## src/rtl/swan_pkg.sv

```systemverilog
// Shared sizes, default rotate amounts, FSM encoding and the column rotate
// helper for the SWAN64 serial round controller.
package swan_pkg;

    localparam int BLOCK_SIZE  = 64;
    localparam int SIDE_SIZE   = BLOCK_SIZE / 2;
    localparam int COLUMN_SIZE = SIDE_SIZE / 4;

    localparam int DEF_ROUNDS = 32;
    localparam int DEF_PA     = 1;
    localparam int DEF_PB     = 2;
    localparam int DEF_PC     = 7;

    typedef enum logic [1:0] {
        IDLE  = 2'd0,
        ROUND = 2'd1,
        DONE  = 2'd2
    } state_t;

    // Index 0 is the MSB, so a right rotate moves bits toward higher indices.
    function automatic logic [0:COLUMN_SIZE-1] rotr(input logic [0:COLUMN_SIZE-1] a,
                                                    input int p);
        rotr = (a >> p) | (a << (COLUMN_SIZE - p));
    endfunction

endpackage

```

## src/rtl/swan_theta_key.sv

```systemverilog
// Theta-key linear layer: per-column right rotates of x, then XOR with the round key.
module swan_theta_key
    import swan_pkg::*;
#(
    parameter int PA = DEF_PA,
    parameter int PB = DEF_PB,
    parameter int PC = DEF_PC
) (
    input  logic [0:SIDE_SIZE-1] x,
    input  logic [0:SIDE_SIZE-1] rk,
    output logic [0:SIDE_SIZE-1] y
);

    // Column 0 sits at the MSB end; column 3 passes through unrotated.
    assign y[0*COLUMN_SIZE +: COLUMN_SIZE] = rotr(x[0*COLUMN_SIZE +: COLUMN_SIZE], PC)
                                             ^ rk[0*COLUMN_SIZE +: COLUMN_SIZE];
    assign y[1*COLUMN_SIZE +: COLUMN_SIZE] = rotr(x[1*COLUMN_SIZE +: COLUMN_SIZE], PB)
                                             ^ rk[1*COLUMN_SIZE +: COLUMN_SIZE];
    assign y[2*COLUMN_SIZE +: COLUMN_SIZE] = rotr(x[2*COLUMN_SIZE +: COLUMN_SIZE], PA)
                                             ^ rk[2*COLUMN_SIZE +: COLUMN_SIZE];
    assign y[3*COLUMN_SIZE +: COLUMN_SIZE] = x[3*COLUMN_SIZE +: COLUMN_SIZE]
                                             ^ rk[3*COLUMN_SIZE +: COLUMN_SIZE];

endmodule

```

## src/rtl/swan64_serial_round_ctrl.sv

```systemverilog
// SWAN64 serial round sequencer: load a block, run ROUNDS key-fed rounds
// (stalling on missing keys), then hold the result until it is taken.
module swan64_serial_round_ctrl
    import swan_pkg::*;
#(
    parameter int  ROUNDS = DEF_ROUNDS,
    parameter int  PA     = DEF_PA,
    parameter int  PB     = DEF_PB,
    parameter int  PC     = DEF_PC,
    localparam int RW     = (ROUNDS > 1) ? $clog2(ROUNDS) : 1
) (
    input  logic                  clk,
    input  logic                  rst,
    input  logic                  in_valid,
    output logic                  in_ready,
    input  logic [0:BLOCK_SIZE-1] din,
    output logic                  rk_req,
    output logic [RW-1:0]         rk_round,
    input  logic [0:SIDE_SIZE-1]  rk,
    input  logic                  rk_valid,
    output logic                  out_valid,
    input  logic                  out_ready,
    output logic [0:BLOCK_SIZE-1] dout,
    output state_t                fsm_state
);

    // Handshakes: a transfer happens on a rising edge where valid and ready
    // (or rk_req and rk_valid) are both high; ready/req/out_valid come from state only.

    localparam logic [RW-1:0] LAST = RW'(ROUNDS - 1);

    state_t               state, state_next;
    logic [RW-1:0]        rnd;
    logic [0:SIDE_SIZE-1] l_q, r_q, t;

    swan_theta_key #(.PA(PA), .PB(PB), .PC(PC)) u_theta (
        .x  (r_q),
        .rk (rk),
        .y  (t)
    );

    always_ff @(posedge clk) begin
        if (rst) begin
            state <= IDLE;
            rnd   <= '0;
            l_q   <= '0;
            r_q   <= '0;
        end else begin
            state <= state_next;
            if (state == IDLE && in_valid) begin
                l_q <= din[0:SIDE_SIZE-1];
                r_q <= din[SIDE_SIZE:BLOCK_SIZE-1];
                rnd <= '0;
            end else if (state == ROUND && rk_valid) begin
                l_q <= r_q;
                r_q <= l_q ^ t;
                // Holding at the last index keeps rnd within range until the next load.
                if (rnd != LAST) rnd <= rnd + RW'(1);
            end
        end
    end

    always_comb begin
        state_next = state;
        case (state)
            IDLE:    if (in_valid) state_next = ROUND;
            ROUND:   if (rk_valid && rnd == LAST) state_next = DONE;
            DONE:    if (out_ready) state_next = IDLE;
            default: state_next = IDLE;
        endcase
    end

    assign in_ready  = (state == IDLE);
    assign rk_req    = (state == ROUND);
    assign out_valid = (state == DONE);
    assign rk_round  = rnd;
    assign dout      = {l_q, r_q};
    assign fsm_state = state;

endmodule

```

## config.mk

```make
export PLATFORM = sky130hd
export DESIGN_NAME = swan64_serial_round_ctrl
export DESIGN_NICKNAME = d
export VERILOG_FILES = /design/src/rtl/swan_pkg.sv /design/src/rtl/swan_theta_key.sv /design/src/rtl/swan64_serial_round_ctrl.sv
export SDC_FILE = /design/constraint.sdc
export NUM_CORES = 1
export LEC_CHECK = 0
export CORE_UTILIZATION = 60
export CTS_CLUSTER_DIAMETER = 30
export CTS_CLUSTER_SIZE = 30
export DETAILED_ROUTE_END_ITERATION = 7
export DONT_BUFFER_PORTS = 1
export GPL_TIMING_DRIVEN = 1
export PLACE_DENSITY_LB_ADDON = 0.25
export SLEW_MARGIN = 20
export SYNTH_ARGS = -nofsm -noshare
export SYNTH_HDL_FRONTEND = slang
export SYNTH_SLANG_ARGS = --single-unit
```

## constraint.sdc

```tcl
create_clock -name clk -period 3.2 [get_ports clk]
set_input_delay 0.48 -clock clk [delete_from_list [all_inputs] [get_ports clk]]
set_output_delay 0.48 -clock clk [all_outputs]
set_load 0.03 [all_outputs]
```

---- Yosys cells after proc, flatten, opt, wreduce, memory -nomap -nowiden ----
Cells that the tools add are included.
Widths: inputs -> output; s select.
word-level totals
  flip-flop bits (word level) ............. 71
  input port bits ......................... 101
  output and inout bits ................... 74
  word-level logic and storage cells ...... 36
cells by class
  $add $sub $neg .......................... 1
  eq/ne operators ......................... 7
  multiplexer cells ....................... 8
  bitwise gates (word level) .............. 8
  reductions and logical operators ........ 8
operator list
  cell                 number
  $mux 32              4
  $xor 32x32->32       1
  $xor 8x8->8          4
  $or 1x8->8           1
  $or 6x8->8           1
  $or 7x8->8           1
  $mux 2               3
  $pmux 2 s3           1
  $add 5x1->5 const B  1
  $eq 5x5->1 const B   1
  $ne 5x5->1 const B   1
  $ne 2x1->1 const B   2
  $logic_and 1x1->1    3
  $reduce_and 3->1     1
  $eq 2x1->1 const B   1
  $eq 2x2->1 const B   1
  $logic_not 2->1      1
  $ne 2x2->1 const B   1
  $reduce_and 2->1     1
  $reduce_bool 2->1    1
  $reduce_or 2->1      1

---- Longest topological paths before layout ----
  word-level depth ........................ 5
  depth in mapped cells ................... 6
  depth with buffers taken out ............ 6

---- Cells and area by module ----
Synthesis repeated with hierarchy kept, for this count alone.
unflattened totals
  cells, all modules ...................... 395
  area total of the unflattened synthesis .. 3,898.7 um2
modules (own cells, without submodules)
  module                    instances  cells an instance  area each (um2)  seq. area each (um2)
  swan64_serial_round_ctrl  1          363                3,618.5          1,421.4
  swan_theta_key            1          32                 280.3            0.0

---- Least setup slack after synthesis ----
No wires, ideal clock.
  path kind ............................... flip-flop to flip-flop
  from .................................... register rnd[0], in the netlist rk_round[0]
  to ...................................... register rnd[3], in the netlist rk_round[3]
  setup time .............................. 0.070 ns
  arrival time ............................ 1.786 ns
  data required time ...................... 3.130 ns
  slack ................................... 1.344 ns
  stages on the path, launching flop included .. 7
  path buffers ............................ 0
  clock period less this slack ............ 1.856 ns
  cell sequence ........................... dfxtp_1 ha_1 and3_1 ha_1 nand4bb_1 or3_1 a21oi_1
on the way
  longest elaborated chain between the ends .. 2
  elaborated cells on any way between the ends .. 3
  classes of those cells .................. add/sub: 1; eq/ne: 1; reduce/logical: 1
ends and longest elaborated chain
  element                                                              line                            text
  start: declaration                                                   swan64_serial_round_ctrl.sv:33  logic [RW-1:0] rnd;
  start signal: assignment                                             swan64_serial_round_ctrl.sv:58  if (rnd != LAST) rnd <= rnd + RW'(1);
  parallel branches: the longest is 2 deep, another holds $add 5x1->5  --
Several ways; the timed one is not identified.
A chain may end at the register's enable or synchronous reset.

---- Worst setup path in the final report ----
  from .................................... register state[0], in the netlist fsm_state[0]
  to ...................................... register l_q[30] (netlist name)
on the way
  longest elaborated chain between the ends .. 3
  elaborated cells on any way between the ends .. 6
  classes of those cells .................. eq/ne: 1; mux: 1; reduce/logical: 4
ends and longest elaborated chain
  element                                                        line                                                            text
  start: declaration                                             swan64_serial_round_ctrl.sv:32                                  state_t state, state_next;
  start signal: assignment                                       swan64_serial_round_ctrl.sv:49                                  state <= state_next;
  $eq 2x1->1 or $logic_not 2->1 (tied branches)                  swan64_serial_round_ctrl.sv:54, swan64_serial_round_ctrl.sv:50
  $logic_and 1x1->1, on equally long branches                    swan64_serial_round_ctrl.sv:54, swan64_serial_round_ctrl.sv:50
  $reduce_bool 2->1 (no source line) or $mux 32 (tied branches)  --
  end signal: assignment                                         swan64_serial_round_ctrl.sv:51                                  l_q <= din[0:SIDE_SIZE-1];
  end signal: assignment                                         swan64_serial_round_ctrl.sv:55                                  l_q <= r_q;
  end: declaration                                               swan64_serial_round_ctrl.sv:34                                  logic [0:SIDE_SIZE-1] l_q, r_q, t;
Several ways; a longest one is shown, not always the timed one.

==> out/results.ini <==
[run_status]
outcome = complete, but fails checks
violations = design-rule violations

[drt]
wl_per_cell_um = 19.2
wl_mm = 9.68
num_vias = 3314
drc = 20
ant_nets = 0
vias_per_cell = 6.59
drt-initial-drc-count = 227
drtPass1Iterations = 8

[clock_tree]
clock_latency_ps = 330
numCtsBuffers = 9
ctsHoldBuffers = 0
post_cts_buffers = 0
cts_resized = 0
htreeDepth = 3
path_clk_slew_ps = 80
clock_sinks = 71
cts_buffer_depth = 2
cts_tree = built
root_buffer = clkbuf_8

[floorplan]
dieArea_um2 = 7060
core-area_um2 = 6420
fp.dieW_um = 84.0
ios = 175
die_h_um = 84.0
row_count = 29
start_util_pct = 62.9

[synthesis]
ys_seq_area_share_pct = 35.2
ys_ff_latch = 71
yosysTopAreaCell = dfxtp_1
synthCells = 445
syn_nets = 548
yosysUniqueCellTypes = 32
ys_warn_count = 0
netlist.area_leader.share_pct = 35.2
syn-cell-area_um2 = 4040
avgSynthCellArea_um2 = 9.07
synth_area_leaders = dfxtp_1, xor3_1, a311oi_1

[place]
dp_hpwl_mm = 6.35
globalplace.congestion = 0.744
port_buffers = 0

[critical_path]
worst-r2r-cell-count = 4
cp-start-kind = register
r2r_slack_ps = 860
arrival_ps = 2560
r2r-start = fsm_state[0]
path_max_fanout = 34
r2r_end = l_q[30]
critical_path_required_ps = 3420
cp-end-kind = register
path_class = register to register

[sta]
report.final.slew_viol_count = 0
period_share_pct = 73.0
fmax_mhz = 428
fin_crit_ps = 2340
setup_tns_ps = 0
fin_worst_skew_ps = 10.4
relSlewSlack_pct = 23.7
hold_viol_final = 0
finalSetupViolations = 0
tightestPinTransition_ps = 1150
rsz0062_at_grt = no

[layout]
antenna_cells = 0
post-route-util_pct = 64.9
drive_gt1_share_pct = 6.81
layout.nets = 524
area_delta_synth_final_pct = 3.25
nFillCells = 538

[min_path]
min_to = r_q[21]
min_from = rst
min_path_cells = 1
hold_path.class = primary input to register

[global_routing]
grt_max_degree = 69
grt_usage_pct = 26.7
grt.overflow.total = 0
grt_antenna_before_repair = 0
first_global_vias = 3131
grt_pass1_wl_mm = 15.2

[power]
p_leak_nw = 1.61
pwr_density_cell_nw_per_um2 = 596
ir_worst_vdd_mv = 0.270
total_power_mw = 2.49

[flow_run]
max_cap_violations = 0

layer usage:
metal / global-route usage (%) / vias up / wire length (um)
met3: 7.32 / 16 / 863
met5: 0 / - / 0
met2: 43.7 / 152 / 4740
met1: 32.9 / 1574 / 3890
li1: - / 1572 / -
met4: 11.9 / 0 / 192
Yosys cell counts (all sizes together):
| cell type | count |
|---|---|
| nand3 | 1 |
| nand2 | 127 |
| nand4bb | 1 |
| a32oi | 1 |
| clkbuf | 14 |
| buf | 28 |
| nor2 | 8 |
| nor2b | 2 |
| nand2b | 1 |
| a31oi | 3 |
| o21ai | 2 |
| nor4bb | 3 |
| mux2 | 1 |
| dfxtp | 71 |
| nor3b | 1 |
| xor3 | 29 |
| a311oi | 61 |
| mux2i | 1 |
| inv | 6 |
| xnor2 | 1 |
| or3b | 1 |
| or3 | 3 |
| xor2 | 3 |
| ha | 2 |
| a21oi | 66 |
| o2bb2ai | 3 |
| o211ai | 3 |
| and4bb | 1 |
| and3 | 1 |
per-stage QoR:
step / hold WS (ps) / cells / cell area (um2) / worst slack [ps]
3_3_place_gp: 561 / 487 / 3970 / 991
3_5_place_dp: 561 / 487 / 3970 / 902
6_report: 212 / 503 / 4170 / 864
5_1_grt: 198 / 503 / 4170 / 667
4_1_cts: 195 / 503 / 4170 / 882
2_1_floorplan: 599 / 445 / 4040 / 1340
report_power, final:
part	total, mW	leakage (nW)	switching, mW	internal (mW)
sequential	1.27	0.588	0.294	0.975
combinational	0.509	0.922	0.212	0.298
clock	0.708	0.0981	0.331	0.377
total	2.49	1.61	0.837	1.65
logic make-up (layout without fill, tap and decap cells):
| group | count (synthesis) | count (layout) | synth area share [%] |
|---|---|---|---|
| buffers and inverters | 48 | 29 | 6.54 |
| muxes | 2 | 2 | 0.527 |
| adders and majority gates | 2 | 2 | 0.620 |
| xor gates and xnor gates | 33 | 33 | 17.9 |
| and+or+nand+nor | 150 | 150 | 15.6 |
| AOI/OAI and AO/OA | 139 | 139 | 23.6 |
| DFF | 71 | 71 | 35.2 |
state kept, by name (all words and copies together), names as in the netlist:
name	flops
fsm_state	2
l_q	32
r_q	32
rk_round	5
layout make-up:
class                      count  area, um2  share of cell area [%]
clock buffer                  10        138                    3.30
clock inverter                 6       60.1                    1.44
inverter                       6       22.5                   0.540
multi-input combinational    326       2370                    56.8
sequential                    71       1420                    34.1
tap                           77       96.3                    2.31
timing repair buffer           7       65.1                    1.56
cell usage in the layout, fill, tap and decap left out, drive strengths merged, types with 2 or more instances in the layout:
cell type / n
o211ai: 3
dfxtp: 71
clkbuf: 10
a31oi: 3
xor2: 3
ha: 2
clkinv: 3
nor4bb: 3
o21ai: 2
a311oi: 61
o2bb2ai: 3
nand2: 127
nor2b: 2
inv: 6
buf: 7
a21oi: 66
nor2: 8
clkinvlp: 2
or3: 3
xor3: 29
worst max path at each step:
stage          slack (ps)    startpoint     endpoint  cells past startpoint
4_1_cts               880  fsm_state[0]      l_q[30]                      4
6_report              860  fsm_state[0]      l_q[30]                      4
3_5_place_dp          900  fsm_state[0]      l_q[30]                      4
5_1_grt               670  fsm_state[0]      l_q[30]                      4
3_3_place_gp          990  fsm_state[0]      l_q[30]                      4
2_1_floorplan        1340   rk_round[0]  rk_round[3]                      6
worst max-delay path, stage by stage (launching register included):
cell and delay, ps:
dfxtp_1 800, mux2_2 710, buf_12 270, a21oi_1 90, a311oi_1 330
(Power assumes the default switching activity.)
